**config.mk**
```make
export PLATFORM = sky130hd
export DESIGN_NAME = spi_rx_auditor
export DESIGN_NICKNAME = d
export VERILOG_FILES = /design/src/rtl/spi_rx_auditor.sv
export SDC_FILE = /design/constraint.sdc
export NUM_CORES = 1
export LEC_CHECK = 0
export CORE_MARGIN = 5
export CORE_UTILIZATION = 51
export DETAILED_ROUTE_END_ITERATION = 12
export DONT_BUFFER_PORTS = 1
export PLACE_DENSITY = 0.65
export SYNTH_ARGS = -nofsm -noshare
export SYNTH_HDL_FRONTEND = slang
export SYNTH_SLANG_ARGS = --single-unit
```
**constraint.sdc**
```tcl
create_clock -name clk_in -period 1.8 [get_ports clk_in]
set_input_delay 0.09 -clock clk_in [delete_from_list [all_inputs] [get_ports clk_in]]
set_output_delay 0.09 -clock clk_in [all_outputs]
set_load 0.01 [all_outputs]
```
**src/rtl/spi_rx_auditor.sv**
```systemverilog
// SPI slave receiver with per-line glitch filters, frame-length audit, MISO response
// shifter, ready/valid output and saturating error/overflow counters.
module spi_rx_auditor #(
    parameter int unsigned DATA_W   = 8,
    parameter int unsigned FILT_LEN = 4,
    parameter int unsigned CPOL     = 0,
    parameter int unsigned CPHA     = 0,
    parameter int unsigned THRESH   = 30,
    parameter int unsigned CNT_W    = 8
) (
    input  logic              clk_in,
    input  logic              rst,
    input  logic              spi_cs,
    input  logic              spi_sck,
    input  logic              spi_mosi,
    output logic              spi_miso,
    input  logic [DATA_W-1:0] tx_data,
    output logic [DATA_W-1:0] rx_data,
    output logic              rx_valid,
    input  logic              rx_ready,
    output logic              frame_ok,
    output logic              over_thresh,
    output logic [CNT_W-1:0]  err_count,
    output logic [CNT_W-1:0]  ovf_count,
    output logic [1:0]        led
);

    localparam int unsigned       BC_W     = $clog2(DATA_W + 2);
    localparam logic              SCK_IDLE = (CPOL != 0);
    localparam logic [DATA_W-1:0] THRESH_W = DATA_W'(THRESH);
    localparam logic [BC_W-1:0]   BC_FULL  = BC_W'(DATA_W);
    localparam logic [BC_W-1:0]   BC_SAT   = BC_W'(DATA_W + 1);

    typedef enum logic [1:0] {StIdle, StShift, StEval} state_e;

    state_e state_q, state_d;

    logic [FILT_LEN-1:0] cs_hist_q, sck_hist_q, mosi_hist_q;
    logic                cs_f_q, sck_f_q, mosi_f_q;
    logic                cs_p_q, sck_p_q;

    logic [BC_W-1:0]   bit_cnt_q, bit_cnt_d;
    logic [DATA_W-1:0] rx_shift_q, rx_shift_d;
    logic [DATA_W-1:0] tx_shift_q, tx_shift_d;
    logic              first_q, first_d;
    logic [DATA_W-1:0] rx_data_q, rx_data_d;
    logic              rx_valid_q, rx_valid_d;
    logic              frame_ok_q, frame_ok_d;
    logic              over_q, over_d;
    logic [CNT_W-1:0]  err_q, err_d;
    logic [CNT_W-1:0]  ovf_q, ovf_d;

    logic cs_fall, cs_rise, sck_rise, sck_fall;
    logic lead_edge, trail_edge, sample_edge, shift_edge;

    // Line filters: a filtered value only moves once its whole history agrees.
    always_ff @(posedge clk_in) begin
        if (rst) begin
            cs_hist_q   <= '1;
            sck_hist_q  <= {FILT_LEN{SCK_IDLE}};
            mosi_hist_q <= '0;
            cs_f_q      <= 1'b1;
            sck_f_q     <= SCK_IDLE;
            mosi_f_q    <= 1'b0;
            cs_p_q      <= 1'b1;
            sck_p_q     <= SCK_IDLE;
        end else begin
            cs_hist_q   <= {cs_hist_q[FILT_LEN-2:0], spi_cs};
            sck_hist_q  <= {sck_hist_q[FILT_LEN-2:0], spi_sck};
            mosi_hist_q <= {mosi_hist_q[FILT_LEN-2:0], spi_mosi};
            if (&cs_hist_q) cs_f_q <= 1'b1;
            else if (~|cs_hist_q) cs_f_q <= 1'b0;
            if (&sck_hist_q) sck_f_q <= 1'b1;
            else if (~|sck_hist_q) sck_f_q <= 1'b0;
            if (&mosi_hist_q) mosi_f_q <= 1'b1;
            else if (~|mosi_hist_q) mosi_f_q <= 1'b0;
            cs_p_q  <= cs_f_q;
            sck_p_q <= sck_f_q;
        end
    end

    assign cs_fall     = ~cs_f_q & cs_p_q;
    assign cs_rise     = cs_f_q & ~cs_p_q;
    assign sck_rise    = sck_f_q & ~sck_p_q;
    assign sck_fall    = ~sck_f_q & sck_p_q;
    assign lead_edge   = SCK_IDLE ? sck_fall : sck_rise;
    assign trail_edge  = SCK_IDLE ? sck_rise : sck_fall;
    assign sample_edge = (CPHA != 0) ? trail_edge : lead_edge;
    assign shift_edge  = (CPHA != 0) ? lead_edge : trail_edge;

    // FSM state register.
    always_ff @(posedge clk_in) begin
        if (rst) state_q <= StIdle;
        else     state_q <= state_d;
    end

    // Next-state and datapath next values.
    always_comb begin
        state_d    = state_q;
        bit_cnt_d  = bit_cnt_q;
        rx_shift_d = rx_shift_q;
        tx_shift_d = tx_shift_q;
        first_d    = first_q;
        rx_data_d  = rx_data_q;
        rx_valid_d = rx_valid_q;
        frame_ok_d = frame_ok_q;
        over_d     = over_q;
        err_d      = err_q;
        ovf_d      = ovf_q;

        // Consumption; a load in EVAL below overrides it in the same cycle.
        if (rx_valid_q && rx_ready) rx_valid_d = 1'b0;

        unique case (state_q)
            StIdle: begin
                if (cs_fall) begin
                    state_d    = StShift;
                    tx_shift_d = tx_data;
                    bit_cnt_d  = '0;
                    first_d    = 1'b1;
                end
            end
            StShift: begin
                // CS rise wins over a coincident sample edge.
                if (cs_rise) begin
                    state_d = StEval;
                end else begin
                    if (sample_edge) begin
                        rx_shift_d = {rx_shift_q[DATA_W-2:0], mosi_f_q};
                        if (bit_cnt_q != BC_SAT) bit_cnt_d = bit_cnt_q + 1'b1;
                    end
                    // With CPHA=1 the MSB is already on MISO at the first leading edge.
                    if (shift_edge && !((CPHA != 0) && first_q)) tx_shift_d = tx_shift_q << 1;
                    if (lead_edge) first_d = 1'b0;
                end
            end
            StEval: begin
                state_d    = StIdle;
                frame_ok_d = (bit_cnt_q == BC_FULL);
                if (bit_cnt_q == BC_FULL) begin
                    if (!rx_valid_q || rx_ready) begin
                        rx_data_d  = rx_shift_q;
                        rx_valid_d = 1'b1;
                        over_d     = (rx_shift_q > THRESH_W);
                    end else if (ovf_q != '1) begin
                        ovf_d = ovf_q + 1'b1;
                    end
                end else if (err_q != '1) begin
                    err_d = err_q + 1'b1;
                end
            end
            default: state_d = StIdle;
        endcase
    end

    // Datapath registers.
    always_ff @(posedge clk_in) begin
        if (rst) begin
            bit_cnt_q  <= '0;
            rx_shift_q <= '0;
            tx_shift_q <= '0;
            first_q    <= 1'b0;
            rx_data_q  <= '0;
            rx_valid_q <= 1'b0;
            frame_ok_q <= 1'b1;
            over_q     <= 1'b0;
            err_q      <= '0;
            ovf_q      <= '0;
        end else begin
            bit_cnt_q  <= bit_cnt_d;
            rx_shift_q <= rx_shift_d;
            tx_shift_q <= tx_shift_d;
            first_q    <= first_d;
            rx_data_q  <= rx_data_d;
            rx_valid_q <= rx_valid_d;
            frame_ok_q <= frame_ok_d;
            over_q     <= over_d;
            err_q      <= err_d;
            ovf_q      <= ovf_d;
        end
    end

    assign spi_miso    = (state_q == StShift) ? tx_shift_q[DATA_W-1] : 1'b0;
    assign rx_data     = rx_data_q;
    assign rx_valid    = rx_valid_q;
    assign frame_ok    = frame_ok_q;
    assign over_thresh = over_q;
    assign err_count   = err_q;
    assign ovf_count   = ovf_q;
    assign led         = {~frame_ok_q, ~over_q};

endmodule

```
==> results of run 1 <==
cell families (layout without fill, tap and decap cells):
| group | Yosys count | after routing | synth area share [%] |
|---|---|---|---|
| and+or+nand+nor | 103 | 103 | 20.8 |
| DFF | 66 | 66 | 47.9 |
| AOI/OAI and AO/OA | 57 | 57 | 13.6 |
| muxes | 27 | 27 | 9.94 |
| buffers and inverters | 23 | 46 | 4.17 |
| adders and majority gates | 6 | 6 | 2.63 |
| xor gates and xnor gates | 3 | 3 | 0.953 |
cell usage after synthesis, types with 4 or more instances:
master | count | area (um^2)
inv_1 | 10 | 37.5
nor2b_1 | 14 | 87.6
a31oi_1 | 4 | 25.0
a311oi_1 | 8 | 70.1
or2_2 | 5 | 31.3
or3_1 | 6 | 37.5
mux2i_1 | 24 | 240
nand2_1 | 6 | 22.5
clkbuf_1 | 6 | 22.5
o21ai_0 | 11 | 55.1
nor2_1 | 28 | 105
and3_1 | 4 | 25.0
nor3_1 | 5 | 25.0
o31ai_1 | 4 | 30.0
dfxtp_1 | 66 | 1320
nand3_1 | 12 | 60.1
ha_1 | 5 | 62.6
a21oi_1 | 20 | 100
where the power goes:
group	switching [mW]	total, mW	internal [mW]
Clock	0.553	1.37	0.813
Combinational	0.0287	0.0516	0.0229
Sequential	0.00488	1.47	1.47
Total	0.587	2.89	2.30
final cells by class:
| cell class | instances | share of cell area, % |
|---|---|---|
| clock buffer | 11 | 4.42 |
| clock inverter | 5 | 2.42 |
| inverter | 10 | 1.17 |
| multi-input combinational | 196 | 42.3 |
| sequential | 66 | 41.3 |
| tap | 70 | 2.74 |
| timing repair buffer | 20 | 5.71 |
routing by layer:
layer  up-vias  routed length, um
li1       1069                  -
met1       981               2370
met2        40               2480
met3        11                301
met4         0                133
met5         -                  0
state kept, by name, summed over array words and instances (netlist names), 2 cells and up:
name,flops
state_q,2
rx_shift_q,8
sck_hist_q,4
rx_data,8
ovf_count,8
tx_shift_q,8
err_count,8
bit_cnt_q,4
mosi_hist_q,4
cs_hist_q,4
worst max path at each step:
stage	end	slack, ns	depth (start not counted)
floorplan	ovf_count[7]	0.21	6
global placement	ovf_count[5]	0.12	6
detailed placement	ovf_count[7]	0.09	4
CTS	ovf_count[7]	0.07	4
global route	over_thresh	-0.01	7
finish	ovf_count[4]	0.07	4
metrics by stage:
stage / cell area [um^2] / utilization [%]
2_1_floorplan: 2760 / -
3_3_place_gp: 2870 / 55.5
3_5_place_dp: 2870 / 55.5
4_1_cts: 3170 / 61.3
5_1_grt: 3200 / 61.9
6_report: 3200 / 61.9
what timing repair did:
action	4_1_cts	5_1_grt
gates resized for setup	0	6
hold buffers	6	0
endpoints found under the setup margin	0	6
hold endpoints to repair	65	0
worst max-delay path: stages (launching register included):
cell	delay, ns
dfxtp_1	0.56
and2b_2	0.32
and4_1	0.27
nand4_1	0.12
mux2_2	0.34
cell usage in the layout (no fill, tap or decap), types with 5 or more instances in the layout:
cell type,Yosys,final
buf_4,3,14
a311oi_1,8,8
ha_1,5,5
nand2_1,6,6
or2_2,5,5
nand3_1,12,12
clkbuf_8,0,10
o21ai_0,11,11
mux2i_1,24,24
nor2b_1,14,14
dfxtp_1,66,66
or3_1,6,6
nor2_1,28,28
a21oi_1,20,20
inv_1,10,10
dlygate4sd3_1,0,5
nor3_1,5,5
==> results by group, run 1 <==
Timing
  • Final Hold Slack: 0.000997 ns
  • Fin Setup TNS: 0 ns
  • Final Hold Vio Count: 0
  • Max Slew Vio Count: 0
  • Rel. slew slack: 70.3%
  • Setup-failing EPs final: 0
  • Unrepaired setup endpoints after global routing: true
  • FMAX: 0.578 GHz
  • Clk_skew: 0.00823 ns
  • Worst slew pin tran: 0.445 ns
  • Final worst slack: 0.0699 ns
  • Final Critical Period: 1.73 ns
  • Final period util: 96.1%

Clocking
  • Number of CTS-inserted buffers: 9
  • TritonCTS clock tree: built
  • Max Root-Sink Buffers: 2
  • H-tree depth: 3
  • Clock tree sinks: 66
  • Clock root cell: clkbuf_8
  • Worst skew pair latency: 0.34 ns
  • Worst-path clk slew: 0.07 ns
  • Setup Fix Bufs, Post-CTS: 0

GRT
  • Grt peak-use layer: met2
  • Met1 GRT Util: 18.2%
  • Vias in the first global route: 1952
  • Met2 Use GR: 25.4%
  • First-pass GRT wire length: 8960 um
  • Total gr overflow: 0
  • Met3 global-route usage: 5.03%
  • Overall routing resource usage: 15.6%
  • Largest net degree at the start of global routing: 66
  • Initial antenna violation count: 0

Floorplan
  • I/O pin total: 44
  • Die W: 83.5 um
  • Die area: 6980 um^2
  • Initial core utilization: 53.3%
  • DIE HEIGHT: 83.5 um
  • Std-Cell Rows: 26
  • Core Area: 5170 um^2

Critical path
  • Reg-to-reg slack, setup: 0.07 ns
  • Nature of the critical path startpoint: flop
  • Critical path endpoint category: flop
  • Worst path arrival time: 1.96 ns
  • FF-to-FF End: ovf_count[4]
  • Crit Path Class: flop to flop
  • Critical path launch point: state_q[0]
  • Reg2Reg Depth: 4
  • Crit Reg-Reg Startpoint: state_q[0]
  • Crit path required time: 2.03 ns
  • Max FO, Critical Path: 10

Detailed routing
  • Routed WL: 5280 um
  • DRT Pass-1 Iters: 4
  • DRC: 0
  • WL/cell: 14.0 um
  • DR vias: 2101
  • DRT iter0 DRCs: 112
  • Routed Antenna Nets: 0
  • Vias per cell: 5.56

Placement
  • Placed cell count: 356
  • RD Place Congestion: 0.800
  • Hpwl dp: 3520 um
  • Place WS: 0.0920 ns
  • Port Buffers: 0

Flow run
  • Max-capacitance violation count: 0

Layout
  • Share of cells above drive strength 1: 16.6%
  • Antenna cells: 0
  • Nets: 322
  • Final std cells w/o fill: 378
  • Flip-flop and latch area: 1320 um^2
  • Filler instances: 440
  • Area of the multi-input gates: 1350 um^2
  • Area growth syn-to-layout: 16.1%

Synthesis
  • Synthesized cell area: 2760 um^2
  • Synthesized area per cell: 9.68 um^2
  • Post-synth top flop: dfxtp_1
  • Syn_nets: 304
  • Sequential share of the synthesized area: 47.9%
  • Yosys warns: 0
  • Ys async rst share: 0%
  • Yosys reg bits: 66
  • Post-synth EDFFs: 0
  • Synth unique cells: 46
  • Syn Inst Count: 285

Min path
  • HP Start: rst
  • Hold Path End: ovf_count[5]
  • Hold Crit Class: primary input to flop
  • Hold depth: 2

Power and ir drop
  • Peak supply drop: 0.757 mV
  • Pwr dens: 903 nW/um^2
  • Overall Power: 2.89 mW
  • Leak pwr: 1.19 nW

Status
  • Status: finished, final reports clean
No activity file was read; power rests on OpenSTA's default activity.
==> run 2, diff against run 1 <==
Settings changed: RECOVER_POWER set to 50.
==> run 2 against run 1 <==
Cell count stayed put. Non-clock buffer count stayed put. Sequential power hardly changed.
==> results by group, run 2 (synthesis gave the netlist of run 1 again) <==
Flow run
  • Max-capacitance violation count: 0 (unchanged)

Layout
  • Area growth syn-to-layout: 15.4% (was 16.1%)
  • Final std cell area, no fill: 3180 um^2 (was 3200 um^2)
  • Share of cells above drive strength 1: 14.9% (was 16.6%)
  • Nets: 322 (unchanged)
  • Most frequent cells in the layout: dfxtp_1 (66), nor2_1 (28), mux2i_1 (24) (unchanged)
  • Most common cell after layout, fill and taps aside: dfxtp_1 (unchanged)
  • Antenna cells: 0 (unchanged)
  • Filler instances: 445 (was 440)

Detailed routing
  • Vias per cell: 5.53 (was 5.56)
  • DR vias: 2090 (was 2101)
  • DRT iter0 DRCs: 112 (unchanged)
  • WL/cell: 13.9 um (was 14.0 um)
  • DRT Pass-1 Iters: 4 (unchanged)
  • DRC: 0 (unchanged)
  • Routed WL: 5270 um (was 5280 um)
  • Routed Antenna Nets: 0 (unchanged)

Critical path
  • Crit Reg-Reg Startpoint: state_q[0] (unchanged)
  • Crit path capture: ovf_count[4] (unchanged)
  • Critical path endpoint category: flop (unchanged)
  • Max FO, Critical Path: 10 (unchanged)
  • Nature of the critical path startpoint: flop (unchanged)
  • Critical path launch point: state_q[0] (unchanged)
  • FF-to-FF End: ovf_count[4] (unchanged)
  • Worst path arrival time: 1.95 ns (was 1.96 ns)
  • Crit path required time: 2.03 ns (about the same)
  • Reg2Reg Depth: 4 (unchanged)
  • Crit Path Class: flop to flop (unchanged)
  • Reg-to-reg slack, setup: 0.07 ns (about the same)

GRT
  • Vias in the first global route: 1952 (unchanged)
  • Initial antenna violation count: 0 (unchanged)
  • Largest net degree at the start of global routing: 66 (unchanged)
  • Total gr overflow: 0 (unchanged)
  • First-pass GRT wire length: 8960 um (unchanged)
  • Overall routing resource usage: 15.6% (unchanged)

Clocking
  • Clock root cell: clkbuf_8 (unchanged)
  • Max Root-Sink Buffers: 2 (unchanged)
  • Worst skew pair latency: 0.34 ns (about the same)
  • Clock tree sinks: 66 (unchanged)
  • TritonCTS clock tree: built (unchanged)
  • Number of CTS-inserted buffers: 9 (unchanged)
  • Setup Fix Bufs, Post-CTS: 0 (unchanged)
  • Worst-path clk slew: 0.07 ns (about the same)
  • H-tree depth: 3 (unchanged)

Timing
  • Final Hold Vio Count: 0 (unchanged)
  • FMAX: 0.580 GHz (was 0.578 GHz)
  • Final period util: 95.8% (was 96.1%)
  • Max Slew Vio Count: 0 (unchanged)
  • Rel. slew slack: 70.3% (about the same)
  • Clk_skew: 0.00865 ns (was 0.00823 ns)
  • Final Critical Period: 1.73 ns (about the same)
  • Unrepaired setup endpoints after global routing: true (unchanged)
  • Setup-failing EPs final: 0 (unchanged)
  • Worst slew pin tran: 0.445 ns (about the same)

Floorplan
  • Std-Cell Rows: 26 (unchanged)
  • Initial core utilization: 53.3% (unchanged)
  • Die W: 83.5 um (unchanged)
  • Core Area: 5170 um^2 (unchanged)
  • I/O pin total: 44 (unchanged)
  • Die area: 6980 um^2 (unchanged)
  • DIE HEIGHT: 83.5 um (unchanged)

Placement
  • RD Place Congestion: 0.800 (unchanged)
  • Area of placed instances: 2870 um^2 (unchanged)
  • Port Buffers: 0 (unchanged)
  • Hpwl dp: 3520 um (unchanged)

Power and ir drop
  • Leak pwr: 1.17 nW (was 1.19 nW)
  • Pwr dens: 908 nW/um^2 (was 903 nW/um^2)
  • Overall Power: 2.89 mW (about the same)
  • Peak supply drop: 0.757 mV (about the same)

Status
  • Status: finished, final reports clean (unchanged)

Min path
  • Hold Crit Class: primary input to flop (unchanged)
-- run 2: area by class of cell --
cell class	count	area (um^2)	share of cell area, %
Clock inverter	5	77.6	2.44
Sequential cell	66	1320	41.5
Clock buffer	11	141	4.44
Timing Repair Buffer	20	164	5.15
Inverter	10	37.5	1.18
Multi-Input combinational cell	196	1350	42.5
Tap cell	70	87.6	2.75
-- run 2: critical path, cell delays in order (launching register included) --
cell and delay (ns):
dfxtp_1 0.56, and2b_2 0.32, and4_1 0.27, nand4_1 0.12, mux2_2 0.34
-- run 2: through the flow --
| step | setup TNS (ns) | instances | utilization [%] | hold WS, ns | setup slack [ns] |
|---|---|---|---|---|---|
| CTS | 0 | 378 | 61.3 | 0.00211 | 0.0728 |
| detailed placement | 0 | 356 | 55.5 | 0.166 | 0.0920 |
| finish | 0 | 378 | 61.5 | 0.00450 | 0.0750 |
| global placement | 0 | 356 | 55.5 | 0.166 | 0.122 |
| floorplan | 0 | 285 | - | 0.194 | 0.210 |
| global route | -0.0245 | 378 | 61.5 | 0.0122 | -0.0107 |
-- run 2: worst min-delay path by stage --
stage | from | endpoint | slack (ns) | cells after the start
2_1_floorplan | spi_cs | cs_hist_q[0] | 0.19 | 1
3_3_place_gp | rst | ovf_count[3] | 0.17 | 1
3_5_place_dp | rst | ovf_count[3] | 0.17 | 1
4_1_cts | tx_data[4] | tx_shift_q[4] | 0.002 | 2
5_1_grt | tx_data[3] | tx_shift_q[3] | 0.01 | 2
6_report | rst | ovf_count[5] | 0.004 | 2
-- run 2: timing repair --
item / 4_1_cts / 5_1_grt
setup endpoints to repair: 0 / 6
endpoints found under the hold margin: 65 / 0
hold buffers: 6 / 0
resized for setup: 0 / 6
-- run 2: report_power, final --
part | internal, mW | switching, mW
logic | 0.0229 | 0.0288
clock network | 0.813 | 0.550
registers | 1.47 | 0.00494
-- run 2: routing by layer --
metal	global-route usage [%]	share of wire [%]	vias up
met2	25.4	48	38
li1	-	-	1067
met3	5.03	5.6	8
met1	18.2	45	977
met4	8.33	1.9	0
met5	0	0	-
